===== config.mk =====
export PLATFORM = sky130hd
export DESIGN_NAME = gate_pipe_unit
export DESIGN_NICKNAME = d
export VERILOG_FILES = /design/src/rtl/gate_pipe_unit.sv
export SDC_FILE = /design/constraint.sdc
export NUM_CORES = 1
export LEC_CHECK = 0
export ABC_CLOCK_PERIOD_IN_PS = 5250
export BUFFER_PORTS_ARGS = -buffer_cell sky130_fd_sc_hd__buf_2
export CORE_UTILIZATION = 40
export CTS_CLUSTER_SIZE = 20
export DETAILED_ROUTE_END_ITERATION = 10
export GPL_ROUTABILITY_DRIVEN = 0
export MAX_ROUTING_LAYER = met4
export PLACE_DENSITY = 0.59
export SYNTH_ARGS = -nofsm -noshare
export SYNTH_HDL_FRONTEND = slang
export SYNTH_SLANG_ARGS = --single-unit

===== constraint.sdc =====
create_clock -name clk -period 5.25 [get_ports clk]
set_clock_uncertainty 0.05 [all_clocks]
set_input_delay 0.7875 -clock clk [delete_from_list [all_inputs] [get_ports clk]]
set_output_delay 0.7875 -clock clk [all_outputs]
set_load 0.02 [all_outputs]

===== src/rtl/gate_pipe_unit.sv =====
`default_nettype none
// ============================================================================
//  Module      : gate_pipe_unit
//  Description : WIDTH-bit op-selectable bitwise logic unit behind a two-stage
//                valid/ready pipeline, with reduction flags, an illegal-op
//                flag and a saturating count of completed output transfers.
//  Revision    : 1.0 - initial release
// ============================================================================
module gate_pipe_unit #(
    parameter int WIDTH = 8,
    parameter int CNT_W = 16
) (
    input  logic             clk,
    input  logic             rst_n,
    input  logic             in_valid,
    output logic             in_ready,
    input  logic [WIDTH-1:0] in_a,
    input  logic [WIDTH-1:0] in_b,
    input  logic [2:0]       in_op,
    output logic             out_valid,
    input  logic             out_ready,
    output logic [WIDTH-1:0] out_y,
    output logic             out_red_and,
    output logic             out_red_or,
    output logic             out_red_xor,
    output logic             out_illegal,
    output logic [CNT_W-1:0] op_count
);

    localparam logic [2:0] c_op_and  = 3'd0;
    localparam logic [2:0] c_op_or   = 3'd1;
    localparam logic [2:0] c_op_xor  = 3'd2;
    localparam logic [2:0] c_op_nand = 3'd3;
    localparam logic [2:0] c_op_nor  = 3'd4;
    localparam logic [2:0] c_op_xnor = 3'd5;
    localparam logic [2:0] c_op_nota = 3'd6;

    localparam logic [CNT_W-1:0] c_cnt_max = '1;

    // Stage 1 holds the raw operands; stage 2 holds the finished result.
    logic             r_s1_valid;
    logic [WIDTH-1:0] r_s1_a;
    logic [WIDTH-1:0] r_s1_b;
    logic [2:0]       r_s1_op;

    logic             r_s2_valid;
    logic [WIDTH-1:0] r_y;
    logic             r_red_and;
    logic             r_red_or;
    logic             r_red_xor;
    logic             r_illegal;
    logic [CNT_W-1:0] r_count;

    logic             w_s2_adv;
    logic             w_s1_adv;
    logic             w_out_xfer;
    logic [WIDTH-1:0] w_y;
    logic             w_illegal;

    // Backpressure ripples straight from the consumer; there is no skid buffer,
    // so in_ready is combinational from out_ready.
    always_comb begin
        w_s2_adv   = !r_s2_valid || out_ready;
        w_s1_adv   = !r_s1_valid || w_s2_adv;
        w_out_xfer = r_s2_valid && out_ready;
    end

    // Bitwise operation on the stage-1 operands; the reserved code yields zero.
    always_comb begin
        w_y       = '0;
        w_illegal = 1'b0;
        case (r_s1_op)
            c_op_and  : w_y = r_s1_a & r_s1_b;
            c_op_or   : w_y = r_s1_a | r_s1_b;
            c_op_xor  : w_y = r_s1_a ^ r_s1_b;
            c_op_nand : w_y = ~(r_s1_a & r_s1_b);
            c_op_nor  : w_y = ~(r_s1_a | r_s1_b);
            c_op_xnor : w_y = ~(r_s1_a ^ r_s1_b);
            c_op_nota : w_y = ~r_s1_a;
            default   : begin
                w_y       = '0;
                w_illegal = 1'b1;
            end
        endcase
    end

    // Stage 1: capture operands whenever the stage can move forward.
    always_ff @(posedge clk or negedge rst_n) begin
        if (!rst_n) begin
            r_s1_valid <= 1'b0;
            r_s1_a     <= '0;
            r_s1_b     <= '0;
            r_s1_op    <= '0;
        end else if (w_s1_adv) begin
            r_s1_valid <= in_valid;
            if (in_valid) begin
                r_s1_a  <= in_a;
                r_s1_b  <= in_b;
                r_s1_op <= in_op;
            end
        end
    end

    // Stage 2: register result and flags; everything holds while stalled.
    always_ff @(posedge clk or negedge rst_n) begin
        if (!rst_n) begin
            r_s2_valid <= 1'b0;
            r_y        <= '0;
            r_red_and  <= 1'b0;
            r_red_or   <= 1'b0;
            r_red_xor  <= 1'b0;
            r_illegal  <= 1'b0;
        end else if (w_s2_adv) begin
            r_s2_valid <= r_s1_valid;
            if (r_s1_valid) begin
                r_y       <= w_y;
                r_red_and <= &w_y;
                r_red_or  <= |w_y;
                r_red_xor <= ^w_y;
                r_illegal <= w_illegal;
            end
        end
    end

    // Count output transfers, sticking at the all-ones value.
    always_ff @(posedge clk or negedge rst_n) begin
        if (!rst_n) begin
            r_count <= '0;
        end else if (w_out_xfer && (r_count != c_cnt_max)) begin
            r_count <= r_count + 1'b1;
        end
    end

    assign in_ready    = w_s1_adv;
    assign out_valid   = r_s2_valid;
    assign out_y       = r_y;
    assign out_red_and = r_red_and;
    assign out_red_or  = r_red_or;
    assign out_red_xor = r_red_xor;
    assign out_illegal = r_illegal;
    assign op_count    = r_count;

endmodule
`default_nettype wire


Yosys cells after proc, flatten, opt, wreduce, memory -nomap -nowiden
Index checks and enable logic that the tools add are counted.

Logic and storage cells: 41. Bits of input ports: 23. Output and inout port bits: 30. Register bits after elaboration: 49.

Eq/ne operators: 7. Add/sub/neg operators: 1. Multiplexer cells: 2. Bitwise logic cells: 7. Reductions and logical operators: 13.

Operator list (count): 8-bit one-hot mux with 7 select lines (1); 8-bit NOT (4); 16-bit by 1-bit adder with 16-bit output, second input constant (1); 16-bit != test, second input constant (1); 3-bit equality test, second input constant (3); 8-bit bitwise AND (1); 8-bit bitwise OR (1); 8-bit AND reduction (1); 8-bit OR reduction (1); 8-bit parity (1); 8-bit XOR (1); 7-bit OR reduction (1); 3-bit by 2-bit equality test with 1-bit output, second input constant (2); 2-bit AND reduction (2); 3-bit by 1-bit equality test with 1-bit output, second input constant (1); 3-bit zero test (1); 1-bit logical AND (2); 1-bit zero test (2); 1-bit logical OR (2); 1-bit two-way mux (1).

Longest topological paths before layout
Gate-level depths: netlist of the first run.

Depth after elaboration: 4. Depth in mapped cells: 11. Gate-level depth less buffers: 11.

Worst setup path after synthesis of the first run
OpenSTA, ideal clock, no wires.

Path kind: reg2reg. Start point: register r_s1_a[4]. End point: register r_red_xor, in the netlist out_red_xor. Setup slack: 3.105 ns. Required time: 5.064 ns. Buffers on the path: 0. Arrival: 1.959 ns. Cell stages (with the launch flop): 12. Clock period less this slack: 2.145 ns. Setup time: 0.136 ns. Path through: dfrtp_1 inv_1 ha_1 nor2_1 a2111oi_0 a21oi_1 o21ai_1 inv_1 ha_1 xnor2_1 xnor2_1 o21ai_0.

Word-level cells in the longest chain between the ends: 4. Elaborated cells between the ends (all ways): 9. Those cells by class: mux (1); bitwise (7); reduce/logical (1).

Ends and longest elaborated chain: start, declared (RTL line 42) `logic [WIDTH-1:0] r_s1_a;`; start signal, assigned (RTL line 97) `r_s1_a <= in_a;`; 8-bit XOR (tied with other cells) (RTL line 75, 78); 8-bit NOT (on tied branches) (RTL line 78, 76, 77); 8-bit one-hot mux with 7 select lines * (RTL line 72) `case (r_s1_op)`; via w_y[4] (RTL line 57) `logic [WIDTH-1:0] w_y;`; 8-bit parity * (RTL line 119) `r_red_xor <= ^w_y;`; end signal, assigned (RTL line 119); end, declared (RTL line 50) `logic r_red_xor;`.

The timed path passes the listed nets; every way through them passes the cells marked *. A chain may end at the register's enable or synchronous reset.

Final worst setup path of the first run
Start point: register r_s1_op[0]. End point: register r_red_xor, in the netlist out_red_xor.

Word-level cells in the longest chain between the ends: 3. Elaborated cells between the ends (all ways): 9. Those cells by class: eq/ne (6); mux (1); reduce/logical (2).

Ends and longest elaborated chain: start, declared (RTL line 44) `logic [2:0] r_s1_op;`; start signal, assigned (RTL line 99) `r_s1_op <= in_op;`; 3-bit equality test (tied with other cells) (RTL line 72); 8-bit one-hot mux with 7 select lines * (RTL line 72); via w_y[2] (RTL line 57); 8-bit parity * (RTL line 119).

Marks and branches as above.

==> results of run 1 <==
==> metrics by stage <==
stage	area (um^2)	total power (uW)	instances	hold WS (ps)	util, %
5_1_grt	3391	1354	446	451.5	47.00
2_1_floorplan	2969	890.6	297	429.8	-
6_report	3391	1252	446	437.6	47.00
3_5_place_dp	3297	1031	438	420.0	45.70
3_3_place_gp	3297	1024	438	410.9	45.70
4_1_cts	3391	1272	446	441.9	47.00
==> cell usage in the layout (no fill, tap or decap), types with 3 or more instances in the layout <==
| cell | Yosys | routed |
|---|---|---|
| o21ai_0 | 10 | 10 |
| buf_2 | 6 | 52 |
| o32ai_1 | 4 | 4 |
| nand2_1 | 18 | 18 |
| nor2_1 | 17 | 17 |
| nand4_1 | 5 | 5 |
| o221ai_1 | 3 | 3 |
| o21ai_1 | 6 | 6 |
| dfrtp_1 | 49 | 49 |
| ha_1 | 25 | 25 |
| nor3_2 | 3 | 3 |
| clkbuf_8 | 0 | 5 |
| nand3_1 | 9 | 9 |
| a22o_1 | 3 | 3 |
| nor2b_1 | 10 | 10 |
| nand2b_1 | 6 | 6 |
| xor2_1 | 6 | 6 |
| or3_1 | 4 | 4 |
| mux2_2 | 20 | 20 |
| mux2i_1 | 5 | 5 |
| a21oi_1 | 15 | 15 |
| inv_1 | 29 | 29 |
| xnor2_1 | 8 | 8 |
| nor3_1 | 5 | 5 |
==> state kept, by name, indices dropped and copies added, names as in the netlist <==
| name | count |
|---|---|
| r_s1_a | 8 |
| out_illegal | 1 |
| out_red_xor | 1 |
| op_count | 16 |
| r_s1_b | 8 |
| r_s1_valid | 1 |
| out_y | 8 |
| r_s1_op | 3 |
| out_red_and | 1 |
| out_red_or | 1 |
| out_valid | 1 |
==> power groups by stage <==
stage	logic, uW	clock network [uW]	registers [uW]
floorplan	311	0	580
detailed placement	483	0	548
finish	483	230	540
global route	538	262	554
CTS	486	245	540
global placement	479	0	545
==> final cells by class <==
| cell class | count | area (um^2) | area share [%] |
|---|---|---|---|
| clock buffers | 5 | 68.82 | 2.030 |
| clock inverters | 3 | 25.02 | 0.7380 |
| inverters | 30 | 112.6 | 3.321 |
| multi-input cells | 208 | 1574 | 46.42 |
| flip-flops and latches | 49 | 1226 | 36.16 |
| well taps | 99 | 123.9 | 3.653 |
| repair buffers | 52 | 260.3 | 7.675 |
==> metal layers <==
metal,part of all wire [%],track usage [%],wire [um]
met1,51,23.18,3056
met2,45,24.38,2667
met3,3.4,3.110,201
met4,0.74,4.839,44
met5,0,-,0
==> tightest hold or removal path, stage by stage (launching register included) <==
cell and delay (ps):
dfrtp_1 340, nand2_1 50, o21ai_1 60
==> final timing paths <==
check	startpoint	end	slack [ps]	depth (start not counted)
max	r_s1_op[0]	out_red_xor	2450	9
min	out_y[6]	out_y[6]	440	2
max reg2reg	r_s1_op[0]	out_red_xor	2450	9
min reg2reg	out_y[6]	out_y[6]	440	2
max in group asynchronous	rst_n	r_s1_op[0]	3850	1
min in group asynchronous	rst_n	op_count[11]	620	1
==> kinds of logic after synthesis <==
logic type,share of synthesized area [%]
fa+ha+maj,10.54
buf+inv,5.689
mux,9.777
simple gates,16.81
flops,41.30
compound gates,11.76
xor+xnor,4.130
==> impl_metrics.toml, run 1 <==
[logic_synthesis]
synth_area_leaders = "dfrtp_1 (41%), ha_1 (11%), mux2_2 (7.6%), inv_1 (3.7%), a21oi_1 (2.5%)"
syn_area_per_cell_um2 = 9.997
synth_most_common_cell = "dfrtp_1"
synth_commonest_cells = "dfrtp_1 (49), inv_1 (29), ha_1 (25), mux2_2 (20), nand2_1 (18)"
ys_warn_count = 0
synth_edf_count = 0
synthDistinctLibCells = 49
netlist.area_leader.share_pct = 41.30
synth_flop_cell = "dfrtp_1"
ys_ff_latch = 49
seq_area_frac_synth_pct = 41.30
async_reset_ff_share_pct = 100.0
syn_inst = 297
syn-cell-area_mm2 = 0.002969
synth_nets = 345
synth_top_area_cell = "dfrtp_1"

[sta]
fin_tns_setup_ps = 0
hold_viol_final = 0
finalWorstSetupSlack_ps = 2451
relSlewSlack_pct = 27.88
post-route-period-util_pct = 53.31
rsz0062_at_grt = "false"
period_needed_ps = 2799
clock.fmax_mhz = 357.3
drv_slew = 0
max_slew.worst_pin.slew_ps = 1082
setup_viol = 0

[global_routing]
grt_usage_pct = 16.58
grt_max_degree = 50
grt_pass1_wl_um = 9791
first_global_vias = 2066
antenna_found_initial = 0
gr-total-overflow = 0

[critical_path]
critical_path.max_stage_delay_ps = 890
crit_path_end_kind = "flop"
worstPathMaxFanout = 31
cp-start-kind = "flop"
cp_top_family = "flip-flops"
path_class = "flop to flop"
path_cells = "inv_1 > o21ai_0 > o221a_1 > o21a_1 > inv_1 > ha_1 > xnor2_1 > xnor2_1 > o21ai_0"
arrival_ps = 2910
worstPathRequired_ps = 5360
cpMaxStageDelayCell = "dfrtp_1"
cp_num_buf_inv = 2

[die]
initial_utilization_pct = 41.16
dieArea_mm2 = 0.007771
rows = 31
die_w_um = 88.16
core_mm2 = 0.007214
dieHeight_um = 88.16
io-pin-count = 53

[job]
cap_viol_max_count = 0

[routing]
drt_iter0_markers = 97
post-route-drc-count = 0
postRouteAntennaNets = 0
finalWirelength_um = 5969
routedWlPerCell_um = 13.38
num_vias = 2258
drt_pass1_iterations = 4
via_per_inst = 5.063

[power]
switchingPower_uw = 490.1
leakagePower_uw = 0.001668
p_int_uw = 762.2
swShare_pct = 39.14
clkPwrFrac_pct = 18.3
pwr-share-comb_pct = 38.6
seqPwrFrac_pct = 43.1
power.density_mw_per_mm2 = 369.3
ir_worst_vdd_mv = 0.1398

[clock_network]
clk_latency_ps = 300
cts_tree = "done"
ctsLongestPathBuffers = 2
cts_resized = 0
clk_pin_slew_worst_paths_ps = 90
numCtsBuffers = 5
htree_levels = 2
cts_hold_buf = 0
post_cts_buffers = 0
root_buffer = "clkbuf_8"
clock-sinks = 49

[placement]
place_hpwl_um = 4480
dpl_worst_slack_ps = 2485
portBuffers = 52

[min_path]
hold_class = "flop to flop"

[final_layout]
antenna_cells = 0
area_growth_syn_to_layout_pct = 14.20
fill_cells = 723
nets = 394
drive_gt1_share_pct = 26.22

[outcome]
status = "finished clean"
(Power assumes the default switching activity.)
==> run 2: changes to the inputs <==
--- a/config.mk
+++ b/config.mk
@@ -5,7 +5,7 @@
 export SDC_FILE = /design/constraint.sdc
 export NUM_CORES = 1
 export LEC_CHECK = 0
-export ABC_CLOCK_PERIOD_IN_PS = 5250
+export ABC_CLOCK_PERIOD_IN_PS = 2650
 export BUFFER_PORTS_ARGS = -buffer_cell sky130_fd_sc_hd__buf_2
 export CORE_UTILIZATION = 40
 export CTS_CLUSTER_SIZE = 20
==> constraint.sdc (replaced) <==
create_clock -name clk -period 2.65 [get_ports clk]
set_clock_uncertainty 0.05 [all_clocks]
set_input_delay 0.3975 -clock clk [delete_from_list [all_inputs] [get_ports clk]]
set_output_delay 0.3975 -clock clk [all_outputs]
set_load 0.02 [all_outputs]
==> run 2 against run 1 <==
  * Critical path depth increased by 2
  * Count of clock-buffer cells in the layout unchanged
  * Flip-flop and latch count is the same
  * Clock power grew 95%
  * Wire length increased by 0.42%
  * Critical path type unchanged
  * Non-clock buffer count grew 6
  * Worst hold slack lost 420 ps
  * Register-to-register slack got worse by 2200 ps
  * Global-route usage rose by 0.53 points
  * Setup slack lost 2200 ps
==> impl_metrics.toml, run 2 (synthesis results as in run 1) <==
[outcome]
status = "finished clean"

[final_layout]
layout_commonest_cell = "buf_2"
largest_reg_flops = 16
nets = 400
drive_gt1_share_pct = 27.48
fill_cells = 729
area_growth_syn_to_layout_pct = 16.10
final_cell_mix = "buf_2 (52), dfrtp_1 (49), inv_1 (29), ha_1 (25), mux2_2 (20)"
antenna_cells = 0

[power]
pwr-share-comb_pct = 40.0
seqPwrFrac_pct = 42.0
ir_worst_vdd_mv = 0.3118
leakagePower_uw = 0.001705
clkPwrFrac_pct = 18.0
fin_total_pwr_uw = 2492
swShare_pct = 38.89
p_int_uw = 1523
switchingPower_uw = 969.3
power.density_mw_per_mm2 = 723.1

[routing]
drt_iter0_markers = 74
maxUsedRoutingLayer = "met4"
post-route-drc-count = 0
postRouteAntennaNets = 0
drt-met1-wl_um = 3099
via_per_inst = 5.015
finalWirelength_um = 5994
wl_met3_um = 183
drt_pass1_iterations = 4
num_vias = 2267
wl_met2_um = 2657
routedWlPerCell_um = 13.26

[die]
io-pin-count = 53
initial_utilization_pct = 41.16
dieHeight_um = 88.16
rows = 31
core_mm2 = 0.007214
dieArea_mm2 = 0.007771
die_w_um = 88.16

[global_routing]
antenna_found_initial = 0
grt_pass1_wl_um = 9984
grt_usage_pct = 17.12
grt_max_degree = 50
gr-total-overflow = 0
first_global_vias = 2117

[critical_path]
r2r_cells = 11
cp_top_family = "compound AO/OA/AOI/OAI gates"
r2r_start = "r_s1_a[4]"
r2r_slack_ps = 230
crit_path_end_kind = "flop"
path_class = "flop to flop"
path_cells = "inv_1 > ha_1 > nor2_1 > a2111oi_1 > a21oi_1 > o21ai_1 > inv_1 > ha_1 > xnor2_1 > xnor2_1 > o21ai_0"
worstPathMaxFanout = 4
arrival_ps = 2550
worstPathRequired_ps = 2770
critical_path.max_stage_delay_ps = 410
cpMaxStageDelayCell = "dfrtp_1"
worst_r2r_endpoint = "out_red_xor"
cp_num_buf_inv = 2
cp-start-kind = "flop"

[clock_network]
clock-sinks = 49
clk_latency_ps = 300
numCtsBuffers = 5
root_buffer = "clkbuf_8"
clk_pin_slew_worst_paths_ps = 100
cts_tree = "done"
htree_levels = 2
ctsLongestPathBuffers = 2
cts_hold_buf = 0

[sta]
clock.fmax_mhz = 412.5
rsz0062_at_grt = "false"
relSlewSlack_pct = 65.71
max_slew.worst_pin.slew_ps = 513.1
period_needed_ps = 2424
setup_viol = 0
drv_slew = 0
hold_viol_final = 0
fin_tns_setup_ps = 0
post-route-period-util_pct = 91.48

[placement]
portBuffers = 52
place_hpwl_um = 4439

[min_path]
hold_class = "primary input to asynchronous set/reset pin"

[job]
cap_viol_max_count = 0
==> run 2: worst max-delay path by stage <==
stage / startpoint / to / cells after the start
6_report: r_s1_a[4] / out_red_xor / 11
3_5_place_dp: r_s1_a[4] / out_red_xor / 11
2_1_floorplan: r_s1_a[4] / out_red_xor / 11
4_1_cts: r_s1_a[4] / out_red_xor / 11
5_1_grt: r_s1_a[4] / out_red_xor / 11
3_3_place_gp: r_s1_a[4] / out_red_xor / 11
==> run 2: metal layers <==
metal / GRT usage [%] / vias to the layer above
met5: - / -
met2: 25.37 / 43
met4: 3.959 / 0
li1: - / 1151
met1: 24.01 / 1068
met3: 3.487 / 5
==> run 2: layout make-up <==
class | instances | area, um^2 | share of cell area, %
Inverter | 30 | 112.6 | 3.267
Clock buffer | 5 | 68.82 | 1.996
Sequential cell | 49 | 1226 | 35.57
Clock inverter | 3 | 22.52 | 0.6534
Tap cell | 99 | 123.9 | 3.593
Timing Repair Buffer | 58 | 317.8 | 9.220
Multi-Input combinational cell | 208 | 1575 | 45.70
==> run 2: power by group through the flow <==
stage / Clock [uW] / Combinational [uW] / Sequential, uW
after global routing: 503 / 1120 / 1070
after CTS: 472 / 1010 / 1050
after floorplan: 0 / 616 / 1150
after global placement: 0 / 981 / 1060
after detailed placement: 0 / 999 / 1060
final: 448 / 997 / 1050
==> run 2: worst reg2reg max path: cells and delay by family (launching register included) <==
kind                     cells  cell delay, ps
AND/OR/NAND/NOR              1              50
buffers and inverters        2             140
adder cells (fa/ha/maj)      2             610
XOR/XNOR                     2             330
AO/OA/AOI/OAI                4             720
flip-flops                   1             410
==> run 2: through the flow <==
step | hold WS, ps | setup slack (ps) | cell area (um^2) | util [%] | std cells
final | 17.87 | 225.7 | 3447 | 47.78 | 452
after global routing | 22.05 | 23.77 | 3447 | 47.78 | 452
after CTS | 23.31 | 215.8 | 3446 | 47.76 | 452
after detailed placement | 365.4 | 259.4 | 3354 | 46.50 | 444
after global placement | 355.4 | 308.9 | 3354 | 46.50 | 444
after floorplan | 51.91 | 504.6 | 2969 | - | 297
==> run 2: what timing repair did <==
item                                    in CTS  in global routing
gates resized for setup                      0                  1
setup buffers                                0                  0
endpoints found under the setup margin       0                  1
endpoints found under the hold margin        0                  0
==> run 3: changes to the inputs <==
--- a/config.mk
+++ b/config.mk
@@ -5,14 +5,16 @@
 export SDC_FILE = /design/constraint.sdc
 export NUM_CORES = 1
 export LEC_CHECK = 0
-export ABC_CLOCK_PERIOD_IN_PS = 2650
+export ABC_CLOCK_PERIOD_IN_PS = 2100
 export BUFFER_PORTS_ARGS = -buffer_cell sky130_fd_sc_hd__buf_2
+export CORE_MARGIN = 3
 export CORE_UTILIZATION = 40
 export CTS_CLUSTER_SIZE = 20
 export DETAILED_ROUTE_END_ITERATION = 10
 export GPL_ROUTABILITY_DRIVEN = 0
+export GPL_TIMING_DRIVEN = 0
 export MAX_ROUTING_LAYER = met4
-export PLACE_DENSITY = 0.59
+export PLACE_DENSITY = 0.62
 export SYNTH_ARGS = -nofsm -noshare
 export SYNTH_HDL_FRONTEND = slang
 export SYNTH_SLANG_ARGS = --single-unit
==> constraint.sdc (replaced) <==
create_clock -name clk -period 2.1 [get_ports clk]
set_clock_uncertainty 0.05 [all_clocks]
set_input_delay 0.315 -clock clk [delete_from_list [all_inputs] [get_ports clk]]
set_output_delay 0.315 -clock clk [all_outputs]
set_load 0.02 [all_outputs]
==> run 3 against run 2 <==
  * The run now ends with negative setup slack left
  * Wire length increased by 12%
  * Sequential share of layout area down 3.3 points
  * Final cell count rose by 3.8%
  * Sequential power rose by 24%
  * Die area rose by 9.3%
  * Clock power rose by 33%
  * Non-clock buffer count grew 20
  * Combinational power up 65%
  * Flip-flop and latch count unchanged
  * Via count is 5.6% higher
  * Critical path depth down 1
==> impl_metrics.toml, run 3 (synthesis results as in run 1) <==
[outcome]
status = "finished, violations left"
violations = "negative setup slack"

[clock_network]
htree_levels = 2
clock-sinks = 49
root_buffer = "clkbuf_8"
clk_pin_slew_worst_paths_ps = 100
ctsLongestPathBuffers = 2
clk_latency_ps = 310
numCtsBuffers = 5
cts_tree = "done"

[global_routing]
grt_pass1_wl_um = 11160
antenna_found_initial = 0
first_global_vias = 2306
gr-total-overflow = 0
grt_max_degree = 50
grt_usage_pct = 16.58

[placement]
place_hpwl_um = 4749
portBuffers = 52
dpl_worst_slack_ps = -275.6
dp.cells = 445

[final_layout]
fin_cells = 469
antenna_cells = 0
area_growth_syn_to_layout_pct = 28.23
nets = 420
final_cell_mix = "buf_2 (53), dfrtp_1 (47), buf_4 (22), mux2_2 (20), inv_1 (19)"
post-route-util_pct = 54.53
layout_commonest_cell = "buf_2"
fill_cells = 652
largest_reg_flops = 16
drive_gt1_share_pct = 41.82

[die]
dieArea_mm2 = 0.008493
core_mm2 = 0.006982
io-pin-count = 53
rows = 30
die_w_um = 92.16
dieHeight_um = 92.16
initial_utilization_pct = 42.53

[power]
ir_worst_vdd_mv = 0.4238
leakagePower_uw = 0.001792
power.density_mw_per_mm2 = 933.2

[routing]
via_per_inst = 5.102
num_vias = 2393
drt_pass1_iterations = 4
postRouteAntennaNets = 0
post-route-drc-count = 0
routedWlPerCell_um = 14.32
drt_iter0_markers = 118
finalWirelength_um = 6716

[critical_path]
path_class = "flop to flop"
worstPathMaxFanout = 10
critPathMostFrequentCell = "xnor2_1"
worstPathRequired_ps = 2250
cpMaxStageDelayCell = "dfrtp_1"
path_cells = "buf_4 > nand2b_2 > o22ai_1 > a21oi_1 > o21ai_2 > inv_1 > ha_1 > xnor2_1 > xnor2_1 > o21ai_1"
crit_path_end_kind = "flop"
cp-start-kind = "flop"
arrival_ps = 2280
critical_path.max_stage_delay_ps = 430

[sta]
setup_viol = 1
relSlewSlack_pct = 27.24
period_needed_ps = 2132
fin_tns_setup_ps = -32.33
hold_viol_final = 0
rsz0062_at_grt = "true"
finalWorstSetupSlack_ps = -32.33
post-route-period-util_pct = 101.5
drv_slew = 0
clock.fmax_mhz = 469.0
max_slew.worst_pin.slew_ps = 1091

[min_path]
hold_class = "primary input to asynchronous set/reset pin"

[job]
cap_viol_max_count = 0
## run 3: cell count changes in the layout (fill, tap and decap cells not counted), moves of 3 or more
cell | before | now
o32ai_2 | 0 | 3
ha_1 | 25 | 12
inv_1 | 29 | 19
mux2i_1 | 5 | 2
buf_4 | 5 | 22
o32ai_1 | 4 | 1
o21ai_0 | 10 | 5
ha_4 | 0 | 9
inv_2 | 1 | 11
ha_2 | 0 | 4
o21ai_1 | 6 | 10
## run 3: final timing paths
path,start,to,slack (ps),depth (start not counted)
max in group asynchronous,rst_n,r_s1_op[2],1120,1
min in group clk,in_b[1],r_s1_b[1],180,2
worst min-delay path,rst_n,r_s1_a[6],150,1
worst min register to register,out_red_or,out_red_or,430,1
worst max-delay path,r_s1_op[0],out_red_xor,-30,10
worst max register to register,r_s1_op[0],out_red_xor,-30,10
## run 3: per-stage QoR
step / instance area, um^2 / hold slack [ps] / total power [uW]
final: 3807 / 146.1 / 3553
after global routing: 3807 / 173.3 / 3835
after CTS: 3551 / 173.7 / 3365
after detailed placement: 3349 / 412.0 / 2620
after global placement: 3349 / 407.2 / 2590
after floorplan: 2969 / -30.59 / 2232
## run 3: what timing repair did
| action | in CTS | in global routing |
|---|---|---|
| setup buffers | 8 | 8 |
| gates resized for setup | 14 | 43 |
| hold buffers | 0 | 0 |
| pin swaps | 13 | 16 |
| endpoints found under the setup margin | 1 | 3 |
## run 3: critical path, delay by kind of cell (launching register included)
family,cells,cell delay (ps)
XOR/XNOR,2,330
adder cells (fa/ha/maj),1,280
flip-flops,1,430
AND/OR/NAND/NOR,1,220
buffers and inverters,2,250
AO/OA/AOI/OAI,4,440
## run 3: per-layer routing
layer  track usage, %  share of wire [%]
met3            3.281                3.0
met2            25.24                 49
met5                -                  0
met1            22.48                 47
met4            4.950                1.1
## run 3: final cells by class
type / count / area [um^2] / area share, %
Multi-Input combinational cell: 208 / 1795 / 47.16
Sequential cell: 49 / 1229 / 32.27
Timing Repair Buffer: 68 / 380.4 / 9.990
Tap cell: 96 / 120.1 / 3.155
Inverter: 30 / 112.6 / 2.958
Buffer: 10 / 76.32 / 2.005
Clock buffer: 5 / 68.82 / 1.807
Clock inverter: 3 / 25.02 / 0.6572
## run 3: where the power goes
part / internal (uW) / switching, uW / total (uW)
combinational: 793 / 861 / 1650
sequential: 1130 / 176 / 1300
clock: 244 / 350 / 594
